`src/rtl/regfile_write_arbiter_if.sv`:
```
// regfile_write_arbiter_if: write-back request/grant bundle between two requesters and the register file write port
//   enable                      global advance (0 freezes grants)
//   req{0,1}_valid/addr/data    requester write requests (0 = ALU, 1 = load)
//   req{0,1}_ready              slot can accept this cycle
//   wr_en/wr_addr/wr_data       registered register file write stage
//   pc_write                    write stage targets the top register (R15)
//   busy                        per-register pending-write scoreboard
interface regfile_write_arbiter_if #(
    parameter int DATA_W = 32,
    parameter int ADDR_W = 4
);
    logic                   enable;
    logic                   req0_valid;
    logic [ADDR_W-1:0]      req0_addr;
    logic [DATA_W-1:0]      req0_data;
    logic                   req0_ready;
    logic                   req1_valid;
    logic [ADDR_W-1:0]      req1_addr;
    logic [DATA_W-1:0]      req1_data;
    logic                   req1_ready;
    logic                   wr_en;
    logic [ADDR_W-1:0]      wr_addr;
    logic [DATA_W-1:0]      wr_data;
    logic                   pc_write;
    logic [2**ADDR_W-1:0]   busy;

    modport master (
        output enable, req0_valid, req0_addr, req0_data, req1_valid, req1_addr, req1_data,
        input  req0_ready, req1_ready, wr_en, wr_addr, wr_data, pc_write, busy
    );

    modport slave (
        input  enable, req0_valid, req0_addr, req0_data, req1_valid, req1_addr, req1_data,
        output req0_ready, req1_ready, wr_en, wr_addr, wr_data, pc_write, busy
    );
endinterface

```
`src/rtl/regfile_write_arbiter.sv`:
```
// regfile_write_arbiter: shares one register file write port between ALU and load write-back
//   clk   rising-edge clock
//   rst   asynchronous active-high reset, discards pending writes
//   bus   slave side of regfile_write_arbiter_if (requests in, write stage and busy scoreboard out)
module regfile_write_arbiter #(
    parameter int DATA_W = 32,
    parameter int ADDR_W = 4
) (
    input logic clk,
    input logic rst,
    regfile_write_arbiter_if.slave bus
);
    localparam int NREG = 2**ADDR_W;

    logic              v0, v1, age, last;
    logic [ADDR_W-1:0] a0, a1, wr_addr;
    logic [DATA_W-1:0] d0, d1, wr_data;
    logic              wr_en, pc_write;
    logic              g0, g1, gnt, acc0, acc1, stay0, stay1;
    logic [ADDR_W-1:0] ga;
    logic [DATA_W-1:0] gd;

    // Same destination: older slot first keeps program order; otherwise alternate.
    always_comb begin
        g0    = bus.enable & v0 & (~v1 | ((a0 == a1) ? ~age : last));
        g1    = bus.enable & v1 & ~g0;
        gnt   = g0 | g1;
        acc0  = bus.req0_valid & (~v0 | g0);
        acc1  = bus.req1_valid & (~v1 | g1);
        stay0 = v0 & ~g0;
        stay1 = v1 & ~g1;
        ga    = g0 ? a0 : a1;
        gd    = g0 ? d0 : d1;
    end

    always_ff @(posedge clk or posedge rst) begin
        if (rst) begin
            v0       <= 1'b0;
            v1       <= 1'b0;
            a0       <= '0;
            a1       <= '0;
            d0       <= '0;
            d1       <= '0;
            age      <= 1'b0;
            last     <= 1'b1;
            wr_en    <= 1'b0;
            wr_addr  <= '0;
            wr_data  <= '0;
            pc_write <= 1'b0;
        end else begin
            if (acc0) begin
                v0 <= 1'b1;
                a0 <= bus.req0_addr;
                d0 <= bus.req0_data;
            end else if (g0) v0 <= 1'b0;
            if (acc1) begin
                v1 <= 1'b1;
                a1 <= bus.req1_addr;
                d1 <= bus.req1_data;
            end else if (g1) v1 <= 1'b0;
            // The slot that stays behind while the other refills becomes the older one.
            if (acc0 & acc1) age <= 1'b0;
            else if (acc0 & stay1) age <= 1'b1;
            else if (acc1 & stay0) age <= 1'b0;
            wr_en    <= gnt;
            pc_write <= gnt & (ga == '1);
            if (gnt) begin
                wr_addr <= ga;
                wr_data <= gd;
                last    <= g1;
            end
        end
    end

    assign bus.req0_ready = ~v0 | g0;
    assign bus.req1_ready = ~v1 | g1;
    assign bus.wr_en      = wr_en;
    assign bus.wr_addr    = wr_addr;
    assign bus.wr_data    = wr_data;
    assign bus.pc_write   = pc_write;
    assign bus.busy       = (NREG'(v0) << a0) | (NREG'(v1) << a1) | (NREG'(wr_en) << wr_addr);
endmodule

```
`src/flat_wrapper.sv`:
```
// flat-port wrapper written by rule: the top's interface ports become plain ports
module regfile_write_arbiter_flat 
#(
    parameter int DATA_W = 32,
    parameter int ADDR_W = 4
)
  (clk, rst, bus_enable, bus_req0_valid, bus_req0_addr, bus_req0_data, bus_req1_valid, bus_req1_addr, bus_req1_data, bus_req0_ready, bus_req1_ready, bus_wr_en, bus_wr_addr, bus_wr_data, bus_pc_write, bus_busy);
  regfile_write_arbiter_if #(.DATA_W(DATA_W), .ADDR_W(ADDR_W)) bus_i ();
  input logic clk;
  input logic rst;
  input wire logic [$bits(bus_i.enable)-1:0] bus_enable;
  input wire logic [$bits(bus_i.req0_valid)-1:0] bus_req0_valid;
  input wire logic [$bits(bus_i.req0_addr)-1:0] bus_req0_addr;
  input wire logic [$bits(bus_i.req0_data)-1:0] bus_req0_data;
  input wire logic [$bits(bus_i.req1_valid)-1:0] bus_req1_valid;
  input wire logic [$bits(bus_i.req1_addr)-1:0] bus_req1_addr;
  input wire logic [$bits(bus_i.req1_data)-1:0] bus_req1_data;
  output wire logic [$bits(bus_i.req0_ready)-1:0] bus_req0_ready;
  output wire logic [$bits(bus_i.req1_ready)-1:0] bus_req1_ready;
  output wire logic [$bits(bus_i.wr_en)-1:0] bus_wr_en;
  output wire logic [$bits(bus_i.wr_addr)-1:0] bus_wr_addr;
  output wire logic [$bits(bus_i.wr_data)-1:0] bus_wr_data;
  output wire logic [$bits(bus_i.pc_write)-1:0] bus_pc_write;
  output wire logic [$bits(bus_i.busy)-1:0] bus_busy;
  assign bus_i.enable = bus_enable;
  assign bus_i.req0_valid = bus_req0_valid;
  assign bus_i.req0_addr = bus_req0_addr;
  assign bus_i.req0_data = bus_req0_data;
  assign bus_i.req1_valid = bus_req1_valid;
  assign bus_i.req1_addr = bus_req1_addr;
  assign bus_i.req1_data = bus_req1_data;
  assign bus_req0_ready = bus_i.req0_ready;
  assign bus_req1_ready = bus_i.req1_ready;
  assign bus_wr_en = bus_i.wr_en;
  assign bus_wr_addr = bus_i.wr_addr;
  assign bus_wr_data = bus_i.wr_data;
  assign bus_pc_write = bus_i.pc_write;
  assign bus_busy = bus_i.busy;
  regfile_write_arbiter #(.DATA_W(DATA_W), .ADDR_W(ADDR_W)) u_core (.clk(clk), .rst(rst), .bus(bus_i));
endmodule
```
`config.mk`:
```
export PLATFORM = sky130hd
export DESIGN_NAME = regfile_write_arbiter_flat
export DESIGN_NICKNAME = d
export VERILOG_FILES = /design/src/rtl/regfile_write_arbiter_if.sv /design/src/rtl/regfile_write_arbiter.sv /design/src/flat_wrapper.sv
export SDC_FILE = /design/constraint.sdc
export NUM_CORES = 1
export LEC_CHECK = 0
export CORE_ASPECT_RATIO = 0.8
export CORE_MARGIN = 5
export CORE_UTILIZATION = 45
export DETAILED_ROUTE_END_ITERATION = 6
export PLACE_DENSITY_LB_ADDON = 0.2
export SLEW_MARGIN = 15
export SYNTH_ARGS = -nofsm -noshare
export SYNTH_HDL_FRONTEND = slang
export SYNTH_SLANG_ARGS = --single-unit
```
`constraint.sdc`:
```
create_clock -name clk -period 4.7 [get_ports clk]
set_clock_uncertainty 0.15 [all_clocks]
set_input_delay 1.175 -clock clk [delete_from_list [all_inputs] [get_ports clk]]
set_output_delay 1.175 -clock clk [all_outputs]
set_load 0.05 [all_outputs]
```
* Word level (Yosys, flattened, before mapping)
Cells that the tools add are included.
** Word-level totals
- Register bits :: 114
- Output and inout port bits :: 56
** Operators by class
- Equality and inequality tests :: 2
- Shift-type cells :: 3
- Muxes and demuxes :: 10
- Bitwise operators :: 23
- Reductions and logical operators :: 3
** Operator list (count)
- 1-bit by 4-bit << shifter with 16-bit output :: 3
- 32-bit 2-to-1 mux :: 1
- 16-bit bitwise OR :: 2
- 1-bit bitwise AND :: 12
- 1-bit 2-to-1 mux :: 8
- 1-bit inverter :: 5
- 4-bit == test :: 1
- 4-bit == test, second input constant :: 1
- 4-bit 2-to-1 mux :: 1
- 1-bit bitwise OR :: 4
- 2-bit nonzero test :: 2
- 3-bit nonzero test :: 1

* Logic depth before layout (Yosys ltp)
Gate-level depths: netlist of run 1.
- Depth in word-level cells :: 12
- Depth in mapped cells :: 8
- Depth with buffers taken out :: 5

* Worst setup path after synthesis of run 1
Ideal clock, no wire load.
- Path kind :: input to output
- From :: input bus_enable
- To :: output bus_req1_ready
- Arrival :: 2.064 ns
- Path slack :: 1.311 ns
- Stages on the path :: 2
- Buffers on the path :: 0
- Cell sequence :: nor2_1 a31oi_1
** Between the ends
- Word-level cells in the longest chain between the ends :: 5
- Elaborated cells on any way between the ends :: 6
- Those cells by class :: bitwise: 6
** RTL lines
- start, declared :: RTL line flat_wrapper.sv:11 : input wire logic [$bits(bus_i.enable)-1:0] bus_enable;
- 1-bit bitwise AND (2 in a row) :: RTL line regfile_write_arbiter.sv:25 : g0 = bus.enable & v0 & (~v1 | ((a0 == a1) ? ~age : last));
- 1-bit inverter :: RTL line regfile_write_arbiter.sv:26 : g1 = bus.enable & v1 & ~g0;
- 1-bit bitwise AND * :: RTL line regfile_write_arbiter.sv:26
- 1-bit bitwise OR * :: RTL line regfile_write_arbiter.sv:76 : assign bus.req1_ready = ~v1 | g1;
- end, declared :: RTL line flat_wrapper.sv:19 : output wire logic [$bits(bus_i.req1_ready)-1:0] bus_req1_ready;
Every way passes the cells marked *; elsewhere a longest branch is shown, timed or not.

* Worst setup path in the final report of run 1
- From :: register u_core.v0
- To :: output bus_busy[3]
** Between the ends
- Word-level cells in the longest chain between the ends :: 3
** RTL lines
- start, declared :: RTL line regfile_write_arbiter.sv:15 : logic v0, v1, age, last;
- start signal, assigned :: RTL line regfile_write_arbiter.sv:38 : v0 <= 1'b0;
- start signal, assigned :: RTL line regfile_write_arbiter.sv:52 : v0 <= 1'b1;
- start signal, assigned :: RTL line regfile_write_arbiter.sv:55 : end else if (g0) v0 <= 1'b0;
- 1-bit by 4-bit << shifter with 16-bit output :: RTL line regfile_write_arbiter.sv:81 : assign bus.busy = (NREG'(v0) << a0) | (NREG'(v1) << a1) | (NREG'(wr_en) << wr_addr);
- 16-bit bitwise OR (2 in a row) :: RTL line regfile_write_arbiter.sv:81
- end, declared :: RTL line flat_wrapper.sv:24 : output wire logic [$bits(bus_i.busy)-1:0] bus_busy;
Every way passes these cells.

==> reports/qor.yml, run 1 <==
nNetsFinal: 597
synth-xor-area-share: 0.00648
yosys.area.top_type: "dfrtp_1"
synthTopCellsByArea: "dfrtp_1 (52%), mux2_2 (23%), mux2_4 (10%)"
yosysUniqueCellTypes: 37
grtUsageTotal: 0.180
post-route-period-util: 0.854
hold-path-cell-count: 1
worst_pin_slew_ns: 1.06
netlist_instances: 385
drv_slew: 0
fmax_ghz: 0.249
peakVddDrop_mv: 0.408
synth_compound_area_frac: 0.0387
antenna_cells: 0
drtAntennaViolNets: 0
hp-start: "u_core.d0[28]"
grt_start_max_net_pins: 70
min_period_ns: 4.01
async_flop_share: 1.00
die_area_mm2: 0.0143
routed_wl_mm: 12.4
cts_buffer_depth: 2
path_cells: "inv_1 > nor3_1 > a32oi_1 > nand2_1 > clkdlybuf4s50_1"
maxCapViolations: 0
grt_pass1_wl_mm: 20.3
cp_slowest_stage_delay_ns: 0.80
synth-seq-cells: 114
grt_antenna_before_repair: 0
cts_max_level: 4
rsz0062_at_grt: "false"
first_iter_violations: 176
clkSinkCount: 114
gp_congestion: 0.902
synthSimpleGateAreaFrac: 0.0614
grt_pass1_vias: 3747
die_w_um: 133
p_int_mw: 3.80
dp_hpwl_mm: 8.35
io-pin-count: 133
cts_root_buffer: "clkbuf_16"
status: "completed"
ff2ff_path_depth: 6
portBuffers: 132
seq_area_frac_synth: 0.528
synth_fa_ha_area_frac: 0
critPathKind: "register to output pin"
wl_per_cell_um: 18.2
core_mm2: 0.0116
synth.area.mux_share: 0.334
syn-num-nets: 462
start_util: 0.464
drc: 0
holdWs_ns: 0.350
cp.arrival_ns: 2.69
setup_viol: 0
r2r_end: "u_core.bus.wr_data[21]"
cts_tree: "yes"
area_growth_pct: 37.4
hp-class: "register to register"
seq_power_share: 0.296
tns_ns: 0
viasPerCell: 5.18
cp-start-kind: "register"
place_inst: 649
path_max_fanout: 6
post-synth-top-count-cell: "dfrtp_1"
power.switching_mw: 2.52
fp.dieH_um: 108
dr.pass1.iters: 4
clk_latency_ns: 0.40
ys.flop_type: "dfrtp_1"
stdcell_count: 681
relSlewSlack: 0.292
synth.avg_cell_area_um2: 14.0
clkTransAtPathRegs_ns: 0.05
hold-path-endpoint: "u_core.d0[28]"
syn_area_mm2: 0.00540
swShare: 0.398
critPathSlowestCell: "clkdlybuf4s50_1"
cts-resized-gates: 0
power_leakage_nw: 3.19
power.total_mw: 6.32
postCtsHoldBufs: 0
synth_top_family_by_area: "multiplexers"
postCtsSetupBuffers: 0
overflow: 0
combPwrFrac: 0.499
vias: 3529
rows: 35
endpoint_kind: "output pin"
timing.rr.start: "u_core.a0[0]"
ys_top_cells_by_count: "dfrtp_1 (113), mux2_2 (108), mux2_4 (36)"
power.share.clock: 0.204
finalHoldViolCount: 0
ys_warn_count: 0
r2r_slack_ns: 1.65
synth_top_area_share: 0.523
synth_edf_count: 0
drive_gt1_frac: 0.355
p_per_area_mw_per_mm2: 851
critPathRequiredTime_ns: 3.38
numCtsBuffers: 17
## cell usage in the layout, fill, tap and decap left out, types with 2 or more instances in the layout
master	netlist	routed
a32oi_1	5	5
inv_1	7	6
xnor2_1	4	4
dfrtp_1	113	113
and3_1	2	2
nor2_1	9	9
buf_12	0	2
a21oi_1	2	2
nor3b_1	3	3
nor2b_1	6	6
nand2b_1	3	3
mux2_2	108	108
clkinv_4	0	3
nand2_1	33	32
mux2_4	36	36
nor3_1	3	3
clkinvlp_4	0	4
nand2_2	1	2
clkbuf_16	0	17
a22oi_1	10	10
clkdlybuf4s50_1	0	130
clkinv_2	0	3
bufinv_16	0	3
nand3_1	4	4
buf_4	0	3
a222oi_1	2	2
## state kept, by name (all words and copies together), names as in the netlist
| signal | cells |
|---|---|
| u_core.bus.wr_data | 32 |
| u_core.d0 | 32 |
| u_core.d1 | 32 |
| u_core.a0 | 4 |
| u_core.a1 | 4 |
| u_core.bus.wr_addr | 4 |
| u_core.age | 1 |
| u_core.bus.pc_write | 1 |
| u_core.bus.wr_en | 1 |
| u_core.last | 1 |
| u_core.v0 | 1 |
| u_core.v1 | 1 |
## layout make-up
class                   instances  area, µm²
clock inverters                13        161
well taps                     148        185
multi-input cells             245       2390
inverters                       7       28.8
clock buffers                  19        443
repair buffers                135       1360
flip-flops and latches        114       2850
fillers                       901       4220
## metrics by stage
step / cell area [µm²] / utilization / setup WS, ns
5_1_grt: 7430 / 0.637 / 0.531
4_1_cts: 7430 / 0.637 / 0.696
3_5_place_dp: 6820 / 0.586 / 0.915
2_1_floorplan: 5400 / - / 0.361
6_report: 7430 / 0.637 / 0.685
3_3_place_gp: 6820 / 0.586 / 0.925
## cell families (layout without fill, tap and decap cells)
| kind of cell | after synthesis | in the layout |
|---|---|---|
| flip-flops | 114 | 114 |
| XOR/XNOR | 4 | 4 |
| multiplexers | 147 | 147 |
| AO/OA/AOI/OAI | 25 | 25 |
| AND/OR/NAND/NOR | 69 | 69 |
| buffers and inverters | 26 | 174 |
## critical path: cells and delay by family, from the launching register on
family | cells | cell delay [ns]
compound gates | 1 | 0.20
buf+inv | 2 | 0.97
flops | 1 | 0.52
simple gates | 2 | 0.61
## worst max-delay path by stage
stage	slack [ns]	startpoint	depth (start not counted)	to
finish	0.69	u_core.v0	5	bus_busy[3]
global route	0.53	u_core.v0	5	bus_busy[3]
CTS	0.70	u_core.v0	5	bus_busy[3]
detailed placement	0.92	bus_enable	4	bus_req0_ready
global placement	0.93	bus_enable	4	bus_req0_ready
floorplan	0.36	rst	1	u_core.a0[0]
## power by group through the flow
stage	Clock, mW	Combinational, mW	Sequential [mW]
floorplan	0	1.85	2.32
global placement	0	3.13	1.85
detailed placement	0	3.18	1.88
CTS	1.32	3.19	1.87
global route	1.37	3.33	1.95
finish	1.29	3.15	1.87
## metal layers
| layer | GRT usage | vias up | part of all wire |
|---|---|---|---|
| met4 | 0.0519 | 0 | 0.0076 |
| met5 | 0 | - | 0 |
| met1 | 0.240 | 1752 | 0.47 |
| li1 | - | 1660 | - |
| met2 | 0.283 | 109 | 0.47 |
| met3 | 0.0595 | 8 | 0.060 |
No activity file was read; power rests on OpenSTA's default activity.
==> inputs of run 2 (changes only) <==
--- a/config.mk
+++ b/config.mk
@@ -9,6 +9,7 @@
 export CORE_MARGIN = 5
 export CORE_UTILIZATION = 45
 export DETAILED_ROUTE_END_ITERATION = 6
+export GPL_ROUTABILITY_DRIVEN = 0
 export PLACE_DENSITY_LB_ADDON = 0.2
 export SLEW_MARGIN = 15
 export SYNTH_ARGS = -nofsm -noshare
==> run 2 against run 1 <==
Net effect:
- register-to-register slack about the same
- critical path depth decreased by 1
- die area unchanged
- final area about the same
==> reports/qor.yml, run 2 (synthesis results as in run 1) <==
hp-start: "u_core.d0[20]"
area_growth_pct: 37.4  # about the same
grt_start_max_net_pins: 47  # -33%
cts_buffer_depth: 2  # unchanged
final_common_cell: "clkdlybuf4s50_1"
dr.pass1.iters: 4  # unchanged
numCtsBuffers: 17  # unchanged
r2r_end: "u_core.bus.wr_data[21]"
holdWs_ns: 0.345  # -0.00432 ns
fillers: 874  # -3.0%
rows: 35  # unchanged
setup_viol: 0  # unchanged
antenna_cells: 0  # unchanged
dp_hpwl_mm: 8.56  # +2.4%
swShare: 0.401  # +0.00262
relSlewSlack: 0.290  # -0.00207
grt_pass1_vias: 3871  # +3.3%
layout_common_cells: "clkdlybuf4s50_1 (131), dfrtp_1 (113), mux2_2 (108)"
core_mm2: 0.0116  # unchanged
cp-start-kind: "primary input"
path_max_fanout: 2  # -4
fmax_ghz: 0.246  # -1.3%
rsz0062_at_grt: "false"
cp.arrival_ns: 2.74  # +0.05 ns
power.switching_mw: 2.52  # +0.24%
start_util: 0.464  # unchanged
peakVddDrop_mv: 0.414  # +1.4%
viasPerCell: 5.27  # +1.6%
portBuffers: 132  # unchanged
seq_area_mm2: 0.00285  # unchanged
reg_top3: "u_core.bus.wr_data x32, u_core.d0 x32, u_core.d1 x32"
cts-resized-gates: 0  # unchanged
p_per_area_mw_per_mm2: 847  # -0.39%
power_leakage_nw: 3.19  # +0.21%
fp.dieH_um: 108  # unchanged
drive_gt1_frac: 0.356  # +0.00175
clk_latency_ns: 0.40  # about the same
hp-class: "register to register"
maxCapViolations: 0  # unchanged
power.share.clock: 0.200  # -0.004
seq_power_share: 0.297  # about the same
critPathRequiredTime_ns: 3.38  # about the same
hold-path-cell-count: 1  # unchanged
finalHoldViolCount: 0  # unchanged
cts_max_level: 4  # unchanged
min_period_ns: 4.07  # +0.0544 ns
multi_input_comb_area_mm2: 0.00239  # unchanged
first_iter_violations: 221  # +26%
clkSinkCount: 114  # unchanged
ff2ff_path_depth: 6  # unchanged
p_int_mw: 3.77  # -0.85%
tns_ns: 0  # unchanged
grt_pass1_wl_mm: 20.3  # +0.17%
die_area_mm2: 0.0143  # unchanged
nNetsFinal: 600  # +0.50%
routed_wl_mm: 12.4  # -0.51%
vias: 3603  # +2.1%
grtUsageTotal: 0.181  # +0.000781
drc: 0  # unchanged
postCtsSetupBuffers: 0  # unchanged
r2r_slack_ns: 1.64  # about the same
wl_per_cell_um: 18.1  # -0.94%
postCtsHoldBufs: 0  # unchanged
die_w_um: 133  # unchanged
final_core_util: 0.637  # about the same
cts_tree: "yes"
overflow: 0  # unchanged
worst_pin_slew_ns: 1.06  # +0.00310 ns
drv_slew: 0  # unchanged
timing.rr.start: "u_core.a0[0]"
hold-path-endpoint: "u_core.bus.wr_data[20]"
endpoint_kind: "output pin"
grt_antenna_before_repair: 0  # unchanged
drtAntennaViolNets: 0  # unchanged
combPwrFrac: 0.503  # +0.004
io-pin-count: 133  # unchanged
critPathKind: "primary input to output pin"
post-route-period-util: 0.866  # +0.0116
cts_root_buffer: "clkbuf_16"
clkTransAtPathRegs_ns: 0.05  # about the same
status: "completed"
==> run 2: per-layer routing <==
metal | up-vias | part of all wire | track usage
met5 | - | 0 | 0
met4 | 0 | 0.015 | 0.0742
met3 | 18 | 0.073 | 0.0586
met2 | 136 | 0.46 | 0.273
met1 | 1795 | 0.45 | 0.242
li1 | 1654 | - | -
==> run 2: metrics by stage <==
step | instance area, µm² | total power, mW | setup slack, ns | instances
5_1_grt | 7420 | 6.62 | 0.480 | 684
4_1_cts | 7420 | 6.35 | 0.625 | 684
6_report | 7420 | 6.29 | 0.631 | 684
3_5_place_dp | 6830 | 5.06 | 0.627 | 652
3_3_place_gp | 6830 | 4.97 | 0.641 | 652
2_1_floorplan | 5400 | 4.17 | 0.361 | 385
==> run 2: how the worst max path moves through the flow <==
stage	start	to	slack (ns)	cells after the start
2_1_floorplan	rst	u_core.a0[0]	0.36	1
3_3_place_gp	bus_enable	bus_req1_ready	0.64	4
3_5_place_dp	bus_enable	bus_req1_ready	0.63	4
5_1_grt	u_core.v1	bus_busy[2]	0.48	5
6_report	bus_enable	bus_req1_ready	0.63	4
4_1_cts	bus_enable	bus_req1_ready	0.62	4
==> run 2: area by class of cell <==
class,count,share of cell area
clock inverter,12,0.0179
timing repair buffer,138,0.185
tap,148,0.0249
multi-input combinational,245,0.322
inverter,7,0.00388
clock buffer,20,0.0615
sequential,114,0.384
==> run 2: power groups by stage <==
stage | Combinational [mW] | Clock (mW) | Sequential, mW
global placement | 3.12 | 0 | 1.85
CTS | 3.20 | 1.29 | 1.87
detailed placement | 3.18 | 0 | 1.88
floorplan | 1.85 | 0 | 2.32
global route | 3.34 | 1.33 | 1.94
finish | 3.17 | 1.26 | 1.87
==> run 2: worst max-delay path, cell delays in order <==
cell and delay, ns:
clkdlybuf4s50_1 0.47, nor2_1 0.06, a31oi_1 0.20, clkdlybuf4s50_1 0.84
